--- config.mk ---
export PLATFORM = sky130hd
export DESIGN_NAME = refill_sched_flat
export DESIGN_NICKNAME = d
export VERILOG_FILES = /design/src/rtl/refill_sched_if.sv /design/src/rtl/refill_sched.sv /design/src/flat_wrapper.sv
export SDC_FILE = /design/constraint.sdc
export NUM_CORES = 1
export LEC_CHECK = 0
export ABC_AREA = 0
export BUFFER_PORTS_ARGS = -buffer_cell sky130_fd_sc_hd__buf_2
export CORE_UTILIZATION = 50
export DETAILED_ROUTE_END_ITERATION = 6
export PLACE_DENSITY = 0.8
export SETUP_SLACK_MARGIN = 0.4
export SKIP_LAST_GASP = 1
export SLEW_MARGIN = 0
export SYNTH_ARGS = -nofsm -noshare
export SYNTH_HDL_FRONTEND = slang
export SYNTH_SLANG_ARGS = --single-unit
--- constraint.sdc ---
create_clock -name clk -period 4 [get_ports clk]
set_input_delay 1.2 -clock clk [delete_from_list [all_inputs] [get_ports clk]]
set_output_delay 1.2 -clock clk [all_outputs]
set_load 0.05 [all_outputs]
--- src/rtl/refill_sched_if.sv ---
// Miss-capture, line-fill and wake signalling between the core, the refill scheduler and backing memory.
// The slave modport is the scheduler; the master modport is the core/memory side driving it.
interface refill_sched_if;
    logic        i_miss;
    logic [2:0]  i_miss_trd;
    logic [31:0] i_miss_addr;
    logic        d_miss;
    logic [2:0]  d_miss_trd;
    logic [31:0] d_miss_addr;
    logic [7:0]  kill;
    logic        fill_req;
    logic [31:0] fill_addr;
    logic [2:0]  fill_trd;
    logic        fill_src;
    logic        fill_ack;
    logic [7:0]  trd_wake;
    logic [7:0]  trd_pending;
    logic        timeout_err;

    modport master (
        output i_miss, i_miss_trd, i_miss_addr,
        output d_miss, d_miss_trd, d_miss_addr,
        output kill, fill_ack,
        input  fill_req, fill_addr, fill_trd, fill_src,
        input  trd_wake, trd_pending, timeout_err
    );

    modport slave (
        input  i_miss, i_miss_trd, i_miss_addr,
        input  d_miss, d_miss_trd, d_miss_addr,
        input  kill, fill_ack,
        output fill_req, fill_addr, fill_trd, fill_src,
        output trd_wake, trd_pending, timeout_err
    );
endinterface

--- src/rtl/refill_sched.sv ---
// Round-robin line-fill scheduler for per-thread I/D misses (8 threads, one outstanding each).
// Optional REFILL_MERGE_EN: a completed fill also wakes every other pending thread on the same line.
module refill_sched #(
    parameter int LINE_BITS   = 4,
    parameter int ACK_TIMEOUT = 255
) (
    input  logic          clk,
    input  logic          rst_n,
    refill_sched_if.slave bus
);
    localparam int LW = 32 - LINE_BITS;

    typedef enum logic [1:0] {IDLE, BUSY, DONE} state_t;

    state_t        state;
    logic [7:0]    pending;
    logic [7:0]    killed;
    logic [7:0]    done_mask;
    logic [LW-1:0] line_tab [8];
    logic [7:0]    src_tab;
    logic [2:0]    rr_ptr;
    logic [2:0]    sel;
    logic [15:0]   cnt;
    logic          fill_req;
    logic [31:0]   fill_addr;
    logic          fill_src;
    logic [7:0]    trd_wake;
    logic          timeout_err;

    logic          pick_vld;
    logic [2:0]    pick;
    logic [7:0]    cap_d;
    logic [7:0]    cap_i;
    logic [7:0]    merge_mask;
    logic          kill_eff;
    logic          timeout_hit;

    assign bus.fill_req    = fill_req;
    assign bus.fill_addr   = fill_addr;
    assign bus.fill_trd    = sel;
    assign bus.fill_src    = fill_src;
    assign bus.trd_wake    = trd_wake;
    assign bus.trd_pending = pending;
    assign bus.timeout_err = timeout_err;

    // Scan downwards so the smallest offset from rr_ptr is the one that sticks.
    always_comb begin
        pick_vld = 1'b0;
        pick     = rr_ptr;
        for (int i = 7; i >= 0; i--) begin
            if (pending[rr_ptr + 3'(i)]) begin
                pick_vld = 1'b1;
                pick     = rr_ptr + 3'(i);
            end
        end
    end

    // A data miss wins over an instruction miss for the same thread; kill beats both.
    always_comb begin
        cap_d = '0;
        cap_i = '0;
        for (int t = 0; t < 8; t++) begin
            cap_d[t] = bus.d_miss && (bus.d_miss_trd == 3'(t)) && !pending[t] && !bus.kill[t];
            cap_i[t] = bus.i_miss && (bus.i_miss_trd == 3'(t)) && !pending[t] && !bus.kill[t]
                       && !cap_d[t];
        end
    end

    always_comb begin
        merge_mask = '0;
`ifdef REFILL_MERGE_EN
        for (int t = 0; t < 8; t++) begin
            if (pending[t] && !bus.kill[t] && (3'(t) != sel)
                && (line_tab[t] == fill_addr[31:LINE_BITS]))
                merge_mask[t] = 1'b1;
        end
`endif
    end

    assign kill_eff    = killed[sel] | bus.kill[sel];
    assign timeout_hit = (state == BUSY) && !bus.fill_ack && (cnt == 16'(ACK_TIMEOUT - 1));

    // NOTE: the line/src table has no reset; an entry is only ever read while its pending bit,
    // which is reset, is set.
    always_ff @(posedge clk) begin
        for (int t = 0; t < 8; t++) begin
            if (cap_d[t]) begin
                line_tab[t] <= bus.d_miss_addr[31:LINE_BITS];
                src_tab[t]  <= 1'b1;
            end else if (cap_i[t]) begin
                line_tab[t] <= bus.i_miss_addr[31:LINE_BITS];
                src_tab[t]  <= 1'b0;
            end
        end
    end

    // NOTE: all state here uses non-blocking assignments, so a later per-bit write to pending or
    // killed in the same block overrides the whole-vector write in DONE, which is intended.
    always_ff @(posedge clk) begin
        if (!rst_n) begin
            state       <= IDLE;
            rr_ptr      <= '0;
            sel         <= '0;
            cnt         <= '0;
            pending     <= '0;
            killed      <= '0;
            done_mask   <= '0;
            fill_req    <= 1'b0;
            fill_addr   <= '0;
            fill_src    <= 1'b0;
            trd_wake    <= '0;
            timeout_err <= 1'b0;
        end else begin
            trd_wake <= '0;
            case (state)
                IDLE: begin
                    if (pick_vld) begin
                        sel       <= pick;
                        fill_addr <= {line_tab[pick], {LINE_BITS{1'b0}}};
                        fill_src  <= src_tab[pick];
                        fill_req  <= 1'b1;
                        cnt       <= '0;
                        state     <= BUSY;
                    end
                end
                BUSY: begin
                    if (bus.fill_ack) begin
                        fill_req  <= 1'b0;
                        done_mask <= (kill_eff ? 8'h00 : (8'h01 << sel)) | merge_mask;
                        trd_wake  <= (kill_eff ? 8'h00 : (8'h01 << sel)) | merge_mask;
                        state     <= DONE;
                    end else if (timeout_hit) begin
                        fill_req    <= 1'b0;
                        timeout_err <= 1'b1;
                        killed[sel] <= 1'b0;
                        rr_ptr      <= sel + 3'd1;
                        cnt         <= '0;
                        state       <= IDLE;
                    end else begin
                        cnt <= cnt + 16'd1;
                    end
                end
                DONE: begin
                    pending     <= pending & ~done_mask;
                    killed[sel] <= 1'b0;
                    rr_ptr      <= sel + 3'd1;
                    cnt         <= '0;
                    state       <= IDLE;
                end
                default: state <= IDLE;
            endcase

            for (int t = 0; t < 8; t++) begin
                if (bus.kill[t]) begin
                    pending[t] <= 1'b0;
                    if (((state == BUSY) && !timeout_hit && (sel == 3'(t)))
                        || ((state == IDLE) && pick_vld && (pick == 3'(t))))
                        killed[t] <= 1'b1;
                end else if (cap_d[t] || cap_i[t]) begin
                    pending[t] <= 1'b1;
                end
            end
        end
    end
endmodule

--- src/flat_wrapper.sv ---
// flat-port wrapper written by rule: the top's interface ports become plain ports
module refill_sched_flat 
#(
    parameter int LINE_BITS   = 4,
    parameter int ACK_TIMEOUT = 255
)
  (clk, rst_n, bus_i_miss, bus_i_miss_trd, bus_i_miss_addr, bus_d_miss, bus_d_miss_trd, bus_d_miss_addr, bus_kill, bus_fill_ack, bus_fill_req, bus_fill_addr, bus_fill_trd, bus_fill_src, bus_trd_wake, bus_trd_pending, bus_timeout_err);
  refill_sched_if bus_i ();
  input  logic clk;
  input  logic rst_n;
  input wire logic [$bits(bus_i.i_miss)-1:0] bus_i_miss;
  input wire logic [$bits(bus_i.i_miss_trd)-1:0] bus_i_miss_trd;
  input wire logic [$bits(bus_i.i_miss_addr)-1:0] bus_i_miss_addr;
  input wire logic [$bits(bus_i.d_miss)-1:0] bus_d_miss;
  input wire logic [$bits(bus_i.d_miss_trd)-1:0] bus_d_miss_trd;
  input wire logic [$bits(bus_i.d_miss_addr)-1:0] bus_d_miss_addr;
  input wire logic [$bits(bus_i.kill)-1:0] bus_kill;
  input wire logic [$bits(bus_i.fill_ack)-1:0] bus_fill_ack;
  output wire logic [$bits(bus_i.fill_req)-1:0] bus_fill_req;
  output wire logic [$bits(bus_i.fill_addr)-1:0] bus_fill_addr;
  output wire logic [$bits(bus_i.fill_trd)-1:0] bus_fill_trd;
  output wire logic [$bits(bus_i.fill_src)-1:0] bus_fill_src;
  output wire logic [$bits(bus_i.trd_wake)-1:0] bus_trd_wake;
  output wire logic [$bits(bus_i.trd_pending)-1:0] bus_trd_pending;
  output wire logic [$bits(bus_i.timeout_err)-1:0] bus_timeout_err;
  assign bus_i.i_miss = bus_i_miss;
  assign bus_i.i_miss_trd = bus_i_miss_trd;
  assign bus_i.i_miss_addr = bus_i_miss_addr;
  assign bus_i.d_miss = bus_d_miss;
  assign bus_i.d_miss_trd = bus_d_miss_trd;
  assign bus_i.d_miss_addr = bus_d_miss_addr;
  assign bus_i.kill = bus_kill;
  assign bus_i.fill_ack = bus_fill_ack;
  assign bus_fill_req = bus_i.fill_req;
  assign bus_fill_addr = bus_i.fill_addr;
  assign bus_fill_trd = bus_i.fill_trd;
  assign bus_fill_src = bus_i.fill_src;
  assign bus_trd_wake = bus_i.trd_wake;
  assign bus_trd_pending = bus_i.trd_pending;
  assign bus_timeout_err = bus_i.timeout_err;
  refill_sched #(.LINE_BITS(LINE_BITS), .ACK_TIMEOUT(ACK_TIMEOUT)) u_core (.clk(clk), .rst_n(rst_n), .bus(bus_i));
endmodule
==> results.yml <==
power:
  power.combinational.fraction_pct: 18.9
  clockPowerShare_pct: 37.4
  power.leakage_uw: 0.00774
  internal_power_uw: 6360
  ir_worst_vdd_uv: 320
  pwr-share-seq_pct: 43.7
  power.density_nw_per_um2: 431
  power_switching_uw: 2410
  switching_share_pct: 27.5
drt:
  drt_first_iter_violations: 1268
  finalWirelength_um: 47700
  post-route-drc-count: 0
  detail_route.first_pass.iterations: 5
  final_antenna_net_count: 0
  route.vias.total: 12000
  drt-wirelength-per-cell_um: 25.0
  post_drt_via_cell_ratio: 6.31
cells_and_area:
  number_of_standard_cells_in_the_final_layout_excluding_fillers: 1905
  post_layout_nets: 1530
  area_growth_pct: 21.4
  drive_gt1_share_pct: 44.1
  filler_cell_count: 2354
timing:
  setup_violations: 0
  timing.slew.headroom_pct: 51.2
  fin_crit_ns: 3.70
  clock.fmax_mhz: 270
  rsz0062_at_grt: "true"
  final-max-slew-violation-count: 0
  hold_violations: 0
  timing.final.crit_share_pct: 92.6
  worstMarginPinSlew_ns: 0.731
  finalWorstSetupSlack_ns: 0.295
  setup-tns-final_ns: 0
  clock_skew_ns: 0.0216
run_status:
  status: "completed"
critical_path:
  critical_path_arrival_ns: 4.08
  critical-path-top-cell-by-count: "buf_6"
  required_ns: 4.37
  worst-path-buf-inv: 3
  critical_path_s_slowest_cell: "or4b_4"
  worst-path-max-fanout: 17
  endpoint_kind: "flop"
  r2r_start: "u_core.rr_ptr[0]"
  worst-r2r-cell-count: 12
  setup.worst_path.class: "reg2reg"
  r2r_end: "u_core.bus.fill_addr[20]"
  crit_path_start_kind: "flop"
  worst_path_dominant_cell_family: "compound AO/OA/AOI/OAI gates"
  path_cells: "clkinvlp_4, ha_4, buf_6, mux4_2, a221o_1, a32oi_1, o2bb2ai_2, or4b_4, nand2b_1, buf_6, a211oi_2, a2111oi_4"
  reg2reg_slack_ns: 0.30
  worst_path_largest_cell_delay_ns: 0.56
floorplanning:
  rows: 66
  total_core_area_um2: 32800
  die-area_um2: 34300
  fp.dieW_um: 185
  dieHeight_um: 185
  start_util_pct: 51.1
  num_io_pins: 137
clocking:
  clock_sinks: 319
  cts-hold-fix-buffers: 0
  ctsRootBufferMaster: "clkbuf_16"
  cts.clk_slew.worst_paths_ns: 0.06
  clock_tree.htree_level_count: 2
  clock_tree_from_tritoncts: "built"
  insertion_delay_ns: 0.52
  clock_path_buffers: 3
  tritoncts.num_buffers: 34
synth:
  synth_area_leaders: "edfxtp_1 (40%), mux2_2 (18%), dfxtp_1 (11%), mux2i_1 (3.9%), mux4_2 (2.0%)"
  yosysSeqAreaShare_pct: 51.5
  syn_area_um2: 16800
  postSynthCellCount: 1292
  number_of_enable_type_register_cells_in_the_synthesized_netlist: 224
  share_of_synthesized_registers_carrying_an_async_set_or_reset_pct: 0
  yosys.area.top_type: "edfxtp_1"
  synthesis.area_per_instance_um2: 13.0
  yosys_register_bits: 319
  yosys_most_used_dff: "edfxtp_1"
  yosysWarnings: 0
  netlist-cell-type-count: 69
  synth_largest_type_area_fraction_pct: 40.1
min_path:
  worst_hold_path.endpoint: "u_core.done_mask[1]"
  holdPathStages: 1
  worst_hold_startpoint: "u_core.done_mask[1]"
  min-delay-path-class: "reg2reg"
placement:
  dp_hpwl_um: 26200
  placed_cells: 1812
  dp_slack_ns: 0.110
  numPortBuffers: 124
  gpl.final_weighted_congestion: 0.887
run:
  maxCapViolations: 0
grt:
  overflow: 0
  maximum_number_of_pins_on_one_net_before_global_route_repair: 51
  groute.usage.overall_pct: 26.1
  grt_antenna_before_repair: 10
  wire_length_of_the_first_global_routing_pass_um: 67500
  grt_pass1_vias: 11600
==> registers in the layout, indices dropped and copies added, names as in the netlist <==
name,count
u_core.bus.fill_addr,28
u_core.killed,8
u_core.done_mask,8
u_core.bus.trd_wake,8
u_core.rr_ptr,3
u_core.bus.timeout_err,1
u_core.bus.fill_req,1
u_core.line_tab,224
u_core.bus.fill_src,1
u_core.cnt,16
u_core.bus.fill_trd,3
u_core.src_tab,8
u_core.bus.trd_pending,8
u_core.state,2
==> final cells by class <==
cell class,instances,area [µm²],share of cell area (%)
Sequential cell,319,8630,42.4
Multi-Input combinational cell,860,8320,40.9
Timing Repair Buffer,201,1600,7.85
Clock buffer,52,993,4.88
Tap cell,442,553,2.72
Clock inverter,10,173,0.848
Inverter,17,70.1,0.344
Antenna cell,4,10.0,0.0492
==> cells in the final DEF, fill, tap and decap left out, types with 8 or more instances in the layout <==
master     netlist  final
a21o_1          14     14
nand4_1         11     11
xnor2_1          9      9
mux2i_1         65     63
a211oi_1        30     13
mux2_4          10     16
edfxtp_1       224    224
and3_1          30     29
nand2_1         54     53
inv_1           16     14
mux2_2         274    269
o221ai_1        15     13
a211oi_2         1     13
clkbuf_16        0     41
nand3_1         24     24
mux4_2          15     15
nor2b_1         11     11
and2_1          24     23
xor2_1          10     10
o21ai_0         39     36
buf_12           0     15
nor2_1          47     47
dfxtp_1         95     92
ha_1            14     13
buf_2           12    124
a21oi_1         17     16
buf_4            9     43
a2111oi_4        0     16
nor3b_1          9      9
buf_6           14      8
clkbuf_1        54     11
nor3_1          27     26
a221oi_4         0     11
==> per-layer routing <==
metal	share of wire (%)	GRT usage (%)	vias up
li1	-	-	5267
met1	38	34.2	5926
met2	49	43.1	656
met3	9.3	4.66	153
met4	4.0	10.1	10
met5	0.12	0	-
==> power by group through the flow <==
stage	Sequential (µW)	Combinational (µW)	Clock [µW]
6_report	3840	1650	3280
2_1_floorplan	4040	785	0
5_1_grt	3840	1740	3440
3_3_place_gp	3880	1330	0
3_5_place_dp	3890	1360	0
4_1_cts	3820	1420	3290
==> metrics by stage <==
| stage | hold slack [ns] | total power [µW] | cell area [µm²] | util [%] |
|---|---|---|---|---|
| global placement | 0.430 | 5220 | 18100 | 55.1 |
| detailed placement | 0.439 | 5250 | 18100 | 55.1 |
| global route | 0.469 | 9020 | 20300 | 62.1 |
| CTS | 0.450 | 8530 | 19400 | 59.2 |
| floorplan | 0.415 | 4830 | 16800 | - |
| finish | 0.453 | 8770 | 20400 | 62.1 |
==> logic make-up (layout without fill, tap and decap cells) <==
family	count (synthesis)	after routing	synth area share, %
simple gates	257	257	7.90
xor+xnor	19	19	0.993
other cells	1	8	0.0224
mux	366	366	25.4
buf+inv	116	280	3.52
compound gates	200	200	9.69
flops	319	319	51.5
fa+ha+maj	14	14	1.05
==> cells in the mapped netlist (11+ instances only) <==
library cell,n
a21oi_1,17
and2_1,24
a21o_1,14
inv_1,16
nor3_1,27
nand4_1,11
edfxtp_1,224
mux4_2,15
a2111oi_2,15
clkbuf_1,54
mux2i_1,65
buf_6,14
o21ai_0,39
nor2b_1,11
dfxtp_1,95
o221ai_1,15
ha_1,14
mux2_2,274
nand2_1,54
nand3_1,24
buf_2,12
and3_1,30
a211oi_1,30
nor2_1,47
==> how the worst max path moves through the flow <==
| stage | start | endpoint | cells after the start | slack [ns] |
|---|---|---|---|---|
| 4_1_cts | u_core.rr_ptr[0] | u_core.bus.fill_addr[18] | 12 | 0.37 |
| 5_1_grt | u_core.rr_ptr[0] | u_core.bus.fill_addr[20] | 13 | 0.22 |
| 3_3_place_gp | u_core.rr_ptr[0] | u_core.bus.fill_addr[22] | 13 | 0.23 |
| 6_report | u_core.rr_ptr[0] | u_core.bus.fill_addr[20] | 12 | 0.30 |
| 2_1_floorplan | u_core.rr_ptr[0] | u_core.bus.fill_addr[12] | 15 | 0.32 |
| 3_5_place_dp | u_core.rr_ptr[0] | u_core.bus.fill_addr[23] | 13 | 0.11 |
==> what timing repair did <==
action	4_1_cts	5_1_grt
pin swaps	2	14
resized for setup	21	94
endpoints found under the setup margin	31	36
gates cloned	2	7
buffers inserted	5	13
(Power assumes the default switching activity.)
